==> src/rtl/common.sv <==
// Core-wide scalar types shared by the pipeline control blocks.
package common;

  typedef logic [63:0] u64;
  typedef u64          word_t;

endpackage

==> src/rtl/pipes.sv <==
// Pipeline control types: hazard scheduler states and the per-stage stall/flush bundle.
package pipes;

  typedef enum logic [1:0] {
    HZ_RUN        = 2'd0,
    HZ_BUBBLE     = 2'd1,
    HZ_REDIR_WAIT = 2'd2
  } hazard_state_t;

  typedef struct packed {
    logic stall_f;
    logic stall_d;
    logic stall_e;
    logic stall_m;
    logic flush_d;
    logic flush_e;
  } hazard_ctl_t;

endpackage

==> src/rtl/perf_counter.sv <==
// Free-running event counter that wraps modulo 2^CNT_W.
module perf_counter #(
  parameter int CNT_W = 32
) (
  input  logic             clk,
  input  logic             rst_n,
  input  logic             inc,
  output logic [CNT_W-1:0] count
);

  logic [CNT_W-1:0] count_q, count_d;

  always_comb begin
    count_d = inc ? count_q + CNT_W'(1) : count_q;
  end

  always_ff @(posedge clk or negedge rst_n) begin
    if (!rst_n) count_q <= '0;
    else        count_q <= count_d;
  end

  assign count = count_q;

endmodule

==> src/rtl/hazard_ctrl.sv <==
// Hazard scheduler for the 5-stage core: load-use bubbles, fetch-deferred redirects,
// memory-busy freezes, and stall/redirect performance counters.
module hazard_ctrl
  import common::*;
  import pipes::*;
#(
  parameter int LOADUSE_BUBBLES = 1,
  parameter int CNT_W           = 32
) (
  input  logic             clk,
  input  logic             resetn,
  input  logic             dec_hazard,
  input  logic             dec_jump,
  input  word_t            dec_target,
  input  logic             ibus_busy,
  input  logic             dbus_busy,
  output logic             stall_f,
  output logic             stall_d,
  output logic             stall_e,
  output logic             stall_m,
  output logic             flush_d,
  output logic             flush_e,
  output logic             redirect_valid,
  output word_t            redirect_pc,
  output logic [1:0]       state_o,
  output logic [CNT_W-1:0] stall_cycles,
  output logic [CNT_W-1:0] redirect_cnt
);

  localparam int CW = $clog2(LOADUSE_BUBBLES + 1);

  hazard_state_t state_q, state_d;
  logic [CW-1:0] bub_q, bub_d;
  word_t         tgt_q, tgt_d;

  hazard_ctl_t   ctl_d, ctl;
  logic          rv_d;
  word_t         rpc_d;

  always_comb begin
    state_d = state_q;
    bub_d   = bub_q;
    tgt_d   = tgt_q;
    ctl_d   = '0;
    rv_d    = 1'b0;
    rpc_d   = '0;

    // A busy memory stage freezes the whole pipe and this FSM with it.
    if (dbus_busy) begin
      ctl_d.stall_f = 1'b1;
      ctl_d.stall_d = 1'b1;
      ctl_d.stall_e = 1'b1;
      ctl_d.stall_m = 1'b1;
    end else begin
      unique case (state_q)
        HZ_RUN: begin
          if (dec_hazard) begin
            ctl_d.stall_f = 1'b1;
            ctl_d.stall_d = 1'b1;
            ctl_d.flush_e = 1'b1;
            if (LOADUSE_BUBBLES > 1) begin
              bub_d   = CW'(LOADUSE_BUBBLES - 1);
              state_d = HZ_BUBBLE;
            end
          end else if (dec_jump && !ibus_busy) begin
            rv_d          = 1'b1;
            rpc_d         = dec_target;
            ctl_d.flush_d = 1'b1;
          end else if (dec_jump) begin
            tgt_d         = dec_target;
            ctl_d.stall_f = 1'b1;
            ctl_d.flush_d = 1'b1;
            state_d       = HZ_REDIR_WAIT;
          end else if (ibus_busy) begin
            ctl_d.stall_f = 1'b1;
            ctl_d.flush_d = 1'b1;
          end
        end
        HZ_BUBBLE: begin
          ctl_d.stall_f = 1'b1;
          ctl_d.stall_d = 1'b1;
          ctl_d.flush_e = 1'b1;
          bub_d         = bub_q - CW'(1);
          if (bub_d == '0) state_d = HZ_RUN;
        end
        HZ_REDIR_WAIT: begin
          ctl_d.flush_d = 1'b1;
          if (ibus_busy) begin
            ctl_d.stall_f = 1'b1;
          end else begin
            rv_d    = 1'b1;
            rpc_d   = tgt_q;
            state_d = HZ_RUN;
          end
        end
        default: state_d = HZ_RUN;
      endcase
    end
  end

  always_ff @(posedge clk or negedge resetn) begin
    if (!resetn) begin
      state_q <= HZ_RUN;
      bub_q   <= '0;
      tgt_q   <= '0;
    end else begin
      state_q <= state_d;
      bub_q   <= bub_d;
      tgt_q   <= tgt_d;
    end
  end

  // Controls are Mealy, so reset must mask them directly rather than via state.
  assign ctl            = resetn ? ctl_d : '0;
  assign redirect_valid = resetn & rv_d;
  assign redirect_pc    = resetn ? rpc_d : '0;

  assign stall_f = ctl.stall_f;
  assign stall_d = ctl.stall_d;
  assign stall_e = ctl.stall_e;
  assign stall_m = ctl.stall_m;
  assign flush_d = ctl.flush_d;
  assign flush_e = ctl.flush_e;
  assign state_o = state_q;

  perf_counter #(.CNT_W(CNT_W)) u_stall_cnt (
    .clk   (clk),
    .rst_n (resetn),
    .inc   (ctl.stall_d),
    .count (stall_cycles)
  );

  perf_counter #(.CNT_W(CNT_W)) u_redir_cnt (
    .clk   (clk),
    .rst_n (resetn),
    .inc   (redirect_valid),
    .count (redirect_cnt)
  );

endmodule

==> config.mk <==
export PLATFORM = sky130hd
export DESIGN_NAME = hazard_ctrl
export DESIGN_NICKNAME = d
export VERILOG_FILES = /design/src/rtl/common.sv /design/src/rtl/pipes.sv /design/src/rtl/perf_counter.sv /design/src/rtl/hazard_ctrl.sv
export SDC_FILE = /design/constraint.sdc
export NUM_CORES = 1
export LEC_CHECK = 0
export ABC_AREA = 1
export BUFFER_PORTS_ARGS = -buffer_cell sky130_fd_sc_hd__buf_4
export CORE_ASPECT_RATIO = 1.2
export CORE_MARGIN = 2
export CORE_UTILIZATION = 40
export DETAILED_ROUTE_END_ITERATION = 12
export REMOVE_ABC_BUFFERS = 1
export SLEW_MARGIN = 30
export SYNTH_ARGS = -nofsm -noshare
export SYNTH_HDL_FRONTEND = slang
export SYNTH_SLANG_ARGS = --single-unit
==> constraint.sdc <==
create_clock -name clk -period 2.5 [get_ports clk]
set_input_delay 0.5 -clock clk [delete_from_list [all_inputs] [get_ports clk]]
set_output_delay 0.5 -clock clk [all_outputs]
set_load 0.05 [all_outputs]
; After elaboration in Yosys (flattened, before gate mapping)
; Index checks and enable logic that the tools add are counted.
[word_totals]
ff_bits = 131
[classes]
n_addsub = 3
n_eq_ne = 7
n_mux = 31
n_bitwise = 4
n_reduce_logical = 6
[ops]
columns = operator, n
row1 = 2-to-1 mux 64 bit, 5
row2 = case mux 64 bit (2 select lines), 1
row3 = adder 32 x 1 -> 32 bit (second input constant), 2
row4 = 2-to-1 mux 2 bit, 8
row5 = 2-to-1 mux 1 bit, 11
row6 = != test 2 bit (second input constant), 5
row7 = 2-to-1 mux 6 bit, 1
row8 = case mux 1 bit (2 select lines), 3
row9 = case mux 2 bit (3 select lines), 1
row10 = AND reduction 6 bit, 1
row11 = AND reduction 5 bit, 1
row12 = inverter 1 bit, 3
row13 = case mux 1 bit (3 select lines), 1
row14 = == test 2 x 1 -> 1 bit (second input constant), 1
row15 = == test 2 bit (second input constant), 1
row16 = zero test 2 bit, 1
row17 = AND reduction 2 bit, 1
row18 = bitwise AND 1 bit, 1
row19 = logical AND 1 bit, 1
row20 = zero test 1 bit, 1
row21 = subtractor 1 bit (second input constant), 1

; Depth between registers and ports, before layout
; Gate-level depths: netlist of run 1.
[depth]
word_depth = 7
ltp_mapped = 10
mapped_depth_nobuf = 10

; Hierarchy
; Synthesis of run 1 repeated with hierarchy kept, for this count alone.
[unflattened]
hier_cells = 987
hier_area_um2 = 7477.2
[by_module_without_submodules]
columns = mod, n_inst, cells_each, area_each_um2, seq_area_each_um2
row1 = hazard_ctrl, 1, 532, 3925.0, 1626.6
row2 = perf_counter (u_stall_cnt), 1, 226, 1790.5, 800.8
row3 = perf_counter (u_redir_cnt), 1, 229, 1761.7, 800.8

; Worst setup path after synthesis of run 1
; Ideal clock, no wire load.
[synth_path]
kind = reg2out
startpoint = reg state_q[1] (netlist: state_o[1])
endpoint = out redirect_pc[0] (netlist name)
t_arrival_ps = 2544
t_required_ps = 2000
setup_slack_ps = -544
path_stages_with_launch = 8
path_buffers = 3
cell_sequence = dfrtp_1 inv_2 buf_4 nand2_4 nand2_4 buf_6 buf_6 a211oi_1
[synth_rtl]
columns = item, line
row1 = "start, declared", hazard_ctrl.sv:32  ; hazard_state_t state_q, state_d;
row2 = "start signal, assigned", hazard_ctrl.sv:107  ; state_q <= state_d;
row3 = "end, declared", hazard_ctrl.sv:24  ; output word_t redirect_pc,

; Worst setup path in the final report of run 1
[layout_path]
startpoint = reg state_q[1] (netlist: state_o[1])
endpoint = out redirect_valid
[layout_between]
elab_chain_cells = 4
[layout_rtl]
columns = item, line
row1 = == test 2 bit / zero test 2 bit (equally long branches), hazard_ctrl.sv:55  ; unique case (state_q)
row2 = case mux 1 bit (2 select lines) (*), hazard_ctrl.sv:55
row3 = 2-to-1 mux 1 bit (*), hazard_ctrl.sv:49  ; if (dbus_busy) begin
row4 = bitwise AND 1 bit (*), hazard_ctrl.sv:115  ; assign redirect_valid = resetn & rv_d;
row5 = "end, declared", hazard_ctrl.sv:23  ; output logic redirect_valid,
; Every way passes the cells marked *; elsewhere a longest branch is shown, timed or not.

==> metrics, run 1 <==
first-pass GRT wire length=between 30000 and 40000 um; fill cell count=approximately 1700; post-synthesis compound-gate area fraction=0.1216; GRT Resource Usage Total=0.1973; multi-input logic area=just over 3000 um2; post-synthesis xor/xnor area fraction=0.03970; Fin. Hold Viols=0; Sink Count=129; Reg-to-Reg End=u_redir_cnt.count[7]$_DFFE_PN0P_; Comb pwr share=0.233; synthesized area=slightly above 7000 um2; fmax=~420 MHz; H-tree lvl count=4; Mapped Cells=around 930; R2R cell count=10; adder-cell share of the synthesized area=0.003544; Slew Limit Fails=0; worst path cell trace=inv_4, nand2_4, nand2_4, buf_12, buf_4, inv_1, buf_4; mux contribution to synthesized area=0; Crit path required time=approximately 2.0 ns; outcome=finished, final reports clean; Routed Antenna Nets=0; Port Buf Inserts=~210; worst-path maximum fanout=23; sequential share of power=0.403; Slowest-stage cell, CP=dfrtp_1; Synth Warn #=0; total wire length=between 15000 and 20000 um; sw power=about 0.0022 W; worst IR drop on VDD=0.4447 mV; post-layout minimum cycle time=between 2 and 2.5 ns; TritonCTS clock tree=built; Cell variety after synth=30; crit end category=output port; Skew-Pair Late Insertion Delay=between 0.4 and 0.5 ns; largest family of logic cells by synthesized area=simple AND/OR/NAND/NOR gates; core area=about 17000 um2; clk buf depth=2; most numerous cell in the Yosys netlist=nand2_1; leak pwr=between 4 and 5 nW; Clk Tree Root Cell=clkbuf_16; full die area=18730 um2; Yosys top cell area share=0.4572; Post-synth top cells=nand2_1 (225), inv_1 (140), nor2_1 (130); GPL Wtd Cong=between 0.8 and 0.9; synthesis-to-finish area growth=33.76%; Maximum Capacitance Violations=0; Rel. slew slack=0.5087; simple-gate area share of the yosys netlist=0.2710; Core Rows=between 50 and 60; Worst R2R Setup Slack=around 0.62 ns; top cells by area, synth=dfrtp_1 (46%), nand2_1 (12%), inv_1 (7.4%); Hold Buf Count CTS=0; DR vias/cell=slightly below 5; Power Density=713.4 nW/um2; sequential share of the synthesized area=0.4572; Clock Power Share=0.364; critical path endpoint=redirect_valid; largest net degree at the start of global routing=73; Arr. time, crit path=~1.9 ns; Async S/R FF share, synth=1.000; CTS Buf Count=17; vias in the first global route=between 6000 and 7000; Sw Share=0.3275; proportion of layout cells with a drive suffix above 1=0.2362; initial antenna violation count=0; Clock Pin Slew Worst Setup and Hold Paths=roughly 0.06 ns; Crit Path Class=reg2out; Worst path max stage delay=about 0.40 ns; Critical Path Start Type=flop; DIE HEIGHT=between 100 and 150 um; Setup Skew=slightly above 0.009 ns; Top Ports=between 200 and 250; slew at the pin closest to its max-slew limit=0.7369 ns; Synth Flop Type=dfrtp_1; Die X=about 130 um; total DRC errors in the routed layout=0; FF-to-FF Start=state_o[1]$_DFFE_PN0P_; worst hold path class=in2async; Initial Utilization=0.4048; Pint=~0.0045 W; dpl cells=between 1000 and 1500; Setup Buffers After CTS=0; worst setup path startpoint=state_o[1]$_DFFE_PN0P_; Inserted Diodes=0; register area=3228 um2; GRT overflow=0; fin crit share=0.9548; Post-synth EDFFs=0; Final HPWL DP=13500 um; RSZ-0062 raised after global routing=no; Iteration-0 DRC Markers=a little under 300; Via Count=between 6000 and 7000; Nets=approximately 1200; drt pass-1 iters=5; area leader, netlist=dfrtp_1; mean area per synthesized cell=around 7.6 um2; Core Util, Final=0.5415; endpoints failing setup=0; Seq cells post-synth=about 130; average routed wire per standard cell=13.47 um; final non-filler cell total=between 1000 and 1500
-- layer usage --
| metal | GRT usage | vias to the layer above | routed length (um) |
|---|---|---|---|
| met5 | 0 | - | 0 |
| met4 | 0.05167 | 0 | 155 |
| met3 | 0.07008 | 13 | 1376 |
| met2 | 0.3182 | 185 | 8563 |
| met1 | 0.2536 | 3001 | 8265 |
| li1 | - | 3360 | - |
-- repair_timing --
action | in CTS | in global routing
resized for setup | 2 | 3
pin swaps | 0 | 0
endpoints found under the hold margin | 0 | 0
setup endpoints to repair | 4 | 3
-- placed cells by master, fill, tap and decap left out, drive strengths merged --
cell and instances:
ha 2, bufinv 2, nor3b 1, a211oi 63, xnor2 18, nand3b 7
nor3 9, clkinvlp 2, xor2 14, o22ai 1, buf 221, a21oi 3
inv 141, nand2 230, clkbuf 22, nor2 138, dfrtp 129, nand4 22
o21ai 72, nand3 39, clkinv 6, conb 1
-- per-stage QoR --
stage | worst slack, ns | TNS, ns | power [W] | cell area (um2) | hold slack [ns]
5_1_grt | 0.01132 | 0 | 0.007116 | 9444 | 0.1114
4_1_cts | 0.01505 | 0 | 0.006819 | 9427 | 0.09927
6_report | 0.1130 | 0 | 0.006737 | 9444 | 0.09511
2_1_floorplan | -1.341 | -138.93 | 0.003741 | 6838 | 0.2044
3_5_place_dp | 0.1044 | 0 | 0.004327 | 8836 | 0.4741
3_3_place_gp | 0.1174 | 0 | 0.004313 | 8836 | 0.4659
-- cell families after synthesis --
family,after synthesis
buf+inv,180
fa+ha+maj,2
compound gates,139
other cells,1
simple gates,446
flops,129
xor+xnor,32
-- critical path, delay by kind of cell, from the launching register on --
family	cells	cell delay, ns
buffers and inverters	5	0.79
flip-flops	1	0.40
AND/OR/NAND/NOR	2	0.26
-- area by class of cell --
cell class	count	share of cell area
clock buffer	22	0.05021
clock inverter	10	0.01153
inverter	141	0.05631
multi-input combinational	620	0.3275
sequential	129	0.3418
tap	220	0.02915
timing repair buffer	221	0.1835
-- worst min path at each step --
stage                                                    to  cells past startpoint  slack [ns]            startpoint
final                     u_stall_cnt.count[24]$_DFFE_PN0P_                      2         0.1                resetn
after global routing      u_stall_cnt.count[24]$_DFFE_PN0P_                      2        0.11                resetn
after CTS                 u_stall_cnt.count[24]$_DFFE_PN0P_                      2         0.1                resetn
after detailed placement               tgt_q[6]$_DFFE_PN0P_                      2        0.47  tgt_q[6]$_DFFE_PN0P_
after global placement                 tgt_q[3]$_DFFE_PN0P_                      2        0.47  tgt_q[3]$_DFFE_PN0P_
after floorplan                      state_o[1]$_DFFE_PN0P_                      0        0.20                resetn
-- power groups by stage --
stage               Combinational, W  Clock [W]  Sequential, W
floorplan                   0.000755          0        0.00299
global placement             0.00157          0        0.00274
detailed placement           0.00158          0        0.00274
CTS                          0.00158    0.00252        0.00272
global route                 0.00173    0.00262        0.00277
finish                       0.00157    0.00245        0.00271
-- registers in the layout (all words and copies together), names as in the netlist --
register / flops
state_o: 1
u_stall_cnt.count: 32
tgt_q: 64
u_redir_cnt.count: 32
(Power assumes the default switching activity.)
==> run 2: changes to the inputs <==
Settings changed: CTS_BUF_LIST from default to sky130_fd_sc_hd__clkbuf_2.
==> metrics, run 2 (same netlist as run 1, synthesis figures left out) <==
endpoints failing setup=55; Clk Tree Root Cell=clkbuf_2; Critical Path Start Type=flop; fin crit share=1.042; clk buf depth=2; Power Density=571.9 nW/um2; Slew Limit Fails=0; proportion of layout cells with a drive suffix above 1=0.2760; Top Ports=between 200 and 250; dpl cells=between 1000 and 1500; worst-path maximum fanout=20; Min Hold Slack=0.07418 ns; average routed wire per standard cell=roughly 14 um; DR vias/cell=around 5; commonest cells after routing, fill and taps aside=nand2_1 (224), buf_4 (168), inv_1 (139), nor2_1 (129), dfrtp_1 (129); TritonCTS clock tree=built; worst IR drop on VDD=approximately 0.30 mV; most common cell after layout, fill and taps aside=nand2_1; Clock Pin Slew Worst Setup and Hold Paths=approximately 0.19 ns; Die X=between 100 and 150 um; CTS Buf Count=17; worst hold path class=in2reg; initial antenna violation count=1; GRT Resource Usage Total=0.2119; Maximum Capacitance Violations=0; DIE HEIGHT=between 100 and 150 um; Final HPWL DP=between 10000 and 15000 um; synthesis-to-finish area growth=43.79%; Initial Utilization=0.4048; slew at the pin closest to its max-slew limit=0.7457 ns; Largest register FFs=64; post-layout minimum cycle time=2.605 ns; drt pass-1 iters=5; final worst slack=-0.1051 ns; Nets=between 1000 and 1500; GRT overflow=0; total DRC errors in the routed layout=0; Sink Count=between 100 and 150; RSZ-0062 raised after global routing=yes; fmax=383.9 MHz; fill cell count=~1600; Rel. slew slack=0.5029; final non-filler cell total=between 1000 and 1500; Routed Antenna Nets=0; Core Rows=between 50 and 60; Via Count=between 6000 and 7000; power after layout=between 0.005 and 0.006 W; failing checks=negative setup slack; crit end category=output port; GPL Wtd Cong=approximately 0.8; Port Buf Inserts=a little over 200; Skew-Pair Late Insertion Delay=roughly 0.7 ns; full die area=between 15000 and 20000 um2; Fin. Hold Viols=0; Iteration-0 DRC Markers=roughly 320; Setup Skew=roughly 0.037 ns; largest reg by FF count=tgt_q; outcome=complete, but fails checks; H-tree lvl count=4; Crit path required time=2.00 ns; leak pwr=between 5 and 6 nW; core area=about 17000 um2; first-pass GRT wire length=32290 um; vias in the first global route=~6700; Arr. time, crit path=between 2 and 2.5 ns; Crit Path Class=reg2out; total wire length=just over 20000 um; largest net degree at the start of global routing=58
## run 2: cell count changes in the layout (fill, tap and decap cells not counted), sizes merged
cell         change
bufbuf           +2
clkinv           +3
clkbuf           -2
diode            +1
buf              +5
dlygate4sd3     +41
## run 2: worst paths after layout
kind / start / endpoint / slack, ns / cells after the start
worst min-delay path: dec_target[1] / tgt_q[1]$_DFFE_PN0P_ / 0.07 / 3
worst max register to register: state_o[1]$_DFFE_PN0P_ / u_stall_cnt.count[29]$_DFFE_PN0P_ / 0.65 / 11
worst min register to register: tgt_q[5]$_DFFE_PN0P_ / tgt_q[5]$_DFFE_PN0P_ / 0.51 / 2
min in group asynchronous: resetn / u_stall_cnt.count[24]$_DFFE_PN0P_ / 0.35 / 3
max in group asynchronous: resetn / u_redir_cnt.count[4]$_DFFE_PN0P_ / 1.12 / 4
worst max-delay path: state_o[1]$_DFFE_PN0P_ / redirect_pc[39] / -0.11 / 6
## run 2: where the power goes
part / switching [W] / total [W] / internal (W)
Clock: 0.000800 / 0.00125 / 0.000447
Sequential: 0.000268 / 0.00271 / 0.00245
Combinational: 0.00117 / 0.00185 / 0.000673
Total: 0.00224 / 0.00581 / 0.00357
## run 2: metrics by stage
| stage | cell area, um2 | setup TNS (ns) | worst slack [ns] | util |
|---|---|---|---|---|
| 2_1_floorplan | 6838 | -138.93 | -1.341 | - |
| 3_3_place_gp | 8836 | 0 | 0.1174 | 0.5066 |
| 3_5_place_dp | 8836 | 0 | 0.1044 | 0.5066 |
| 4_1_cts | 9761 | -9.402 | -0.1876 | 0.5597 |
| 5_1_grt | 10150 | -14.28 | -0.2834 | 0.5821 |
| 6_report | 10150 | -3.077 | -0.1051 | 0.5821 |
## run 2: layout make-up
cell class / instances / area [um2] / share of cell area
Tap cell: 220 / 275.3 / 0.02711
Clock inverter: 13 / 120.1 / 0.01183
Inverter: 141 / 531.8 / 0.05238
Multi-Input combinational cell: 620 / 3397 / 0.3346
Clock buffer: 19 / 95.09 / 0.009367
Sequential cell: 129 / 3228 / 0.3180
Timing Repair Buffer: 270 / 2502 / 0.2465
Antenna cell: 1 / 2.502 / 0.0002465
## run 2: what timing repair did
| item | CTS | global route |
|---|---|---|
| hold endpoints to repair | 111 | 1 |
| buffers inserted | 3 | 1 |
| setup endpoints to repair | 65 | 70 |
| gates resized for setup | 42 | 75 |
| gates cloned | 3 | 1 |
| hold buffers | 40 | 1 |
| pin swaps | 3 | 0 |
## run 2: worst max-delay path, cell delays in order (launching register included)
cell,delay [ns]
dfrtp_1,0.42
inv_4,0.11
nand2_4,0.11
nand2_8,0.12
clkbuf_16,0.24
a211oi_2,0.22
buf_6,0.20
## run 2: layer usage
layer	global-route usage	wire [um]
met5	0	0
met2	0.3549	9983
met3	0.06078	1310
met4	0.06056	247
met1	0.2688	8868
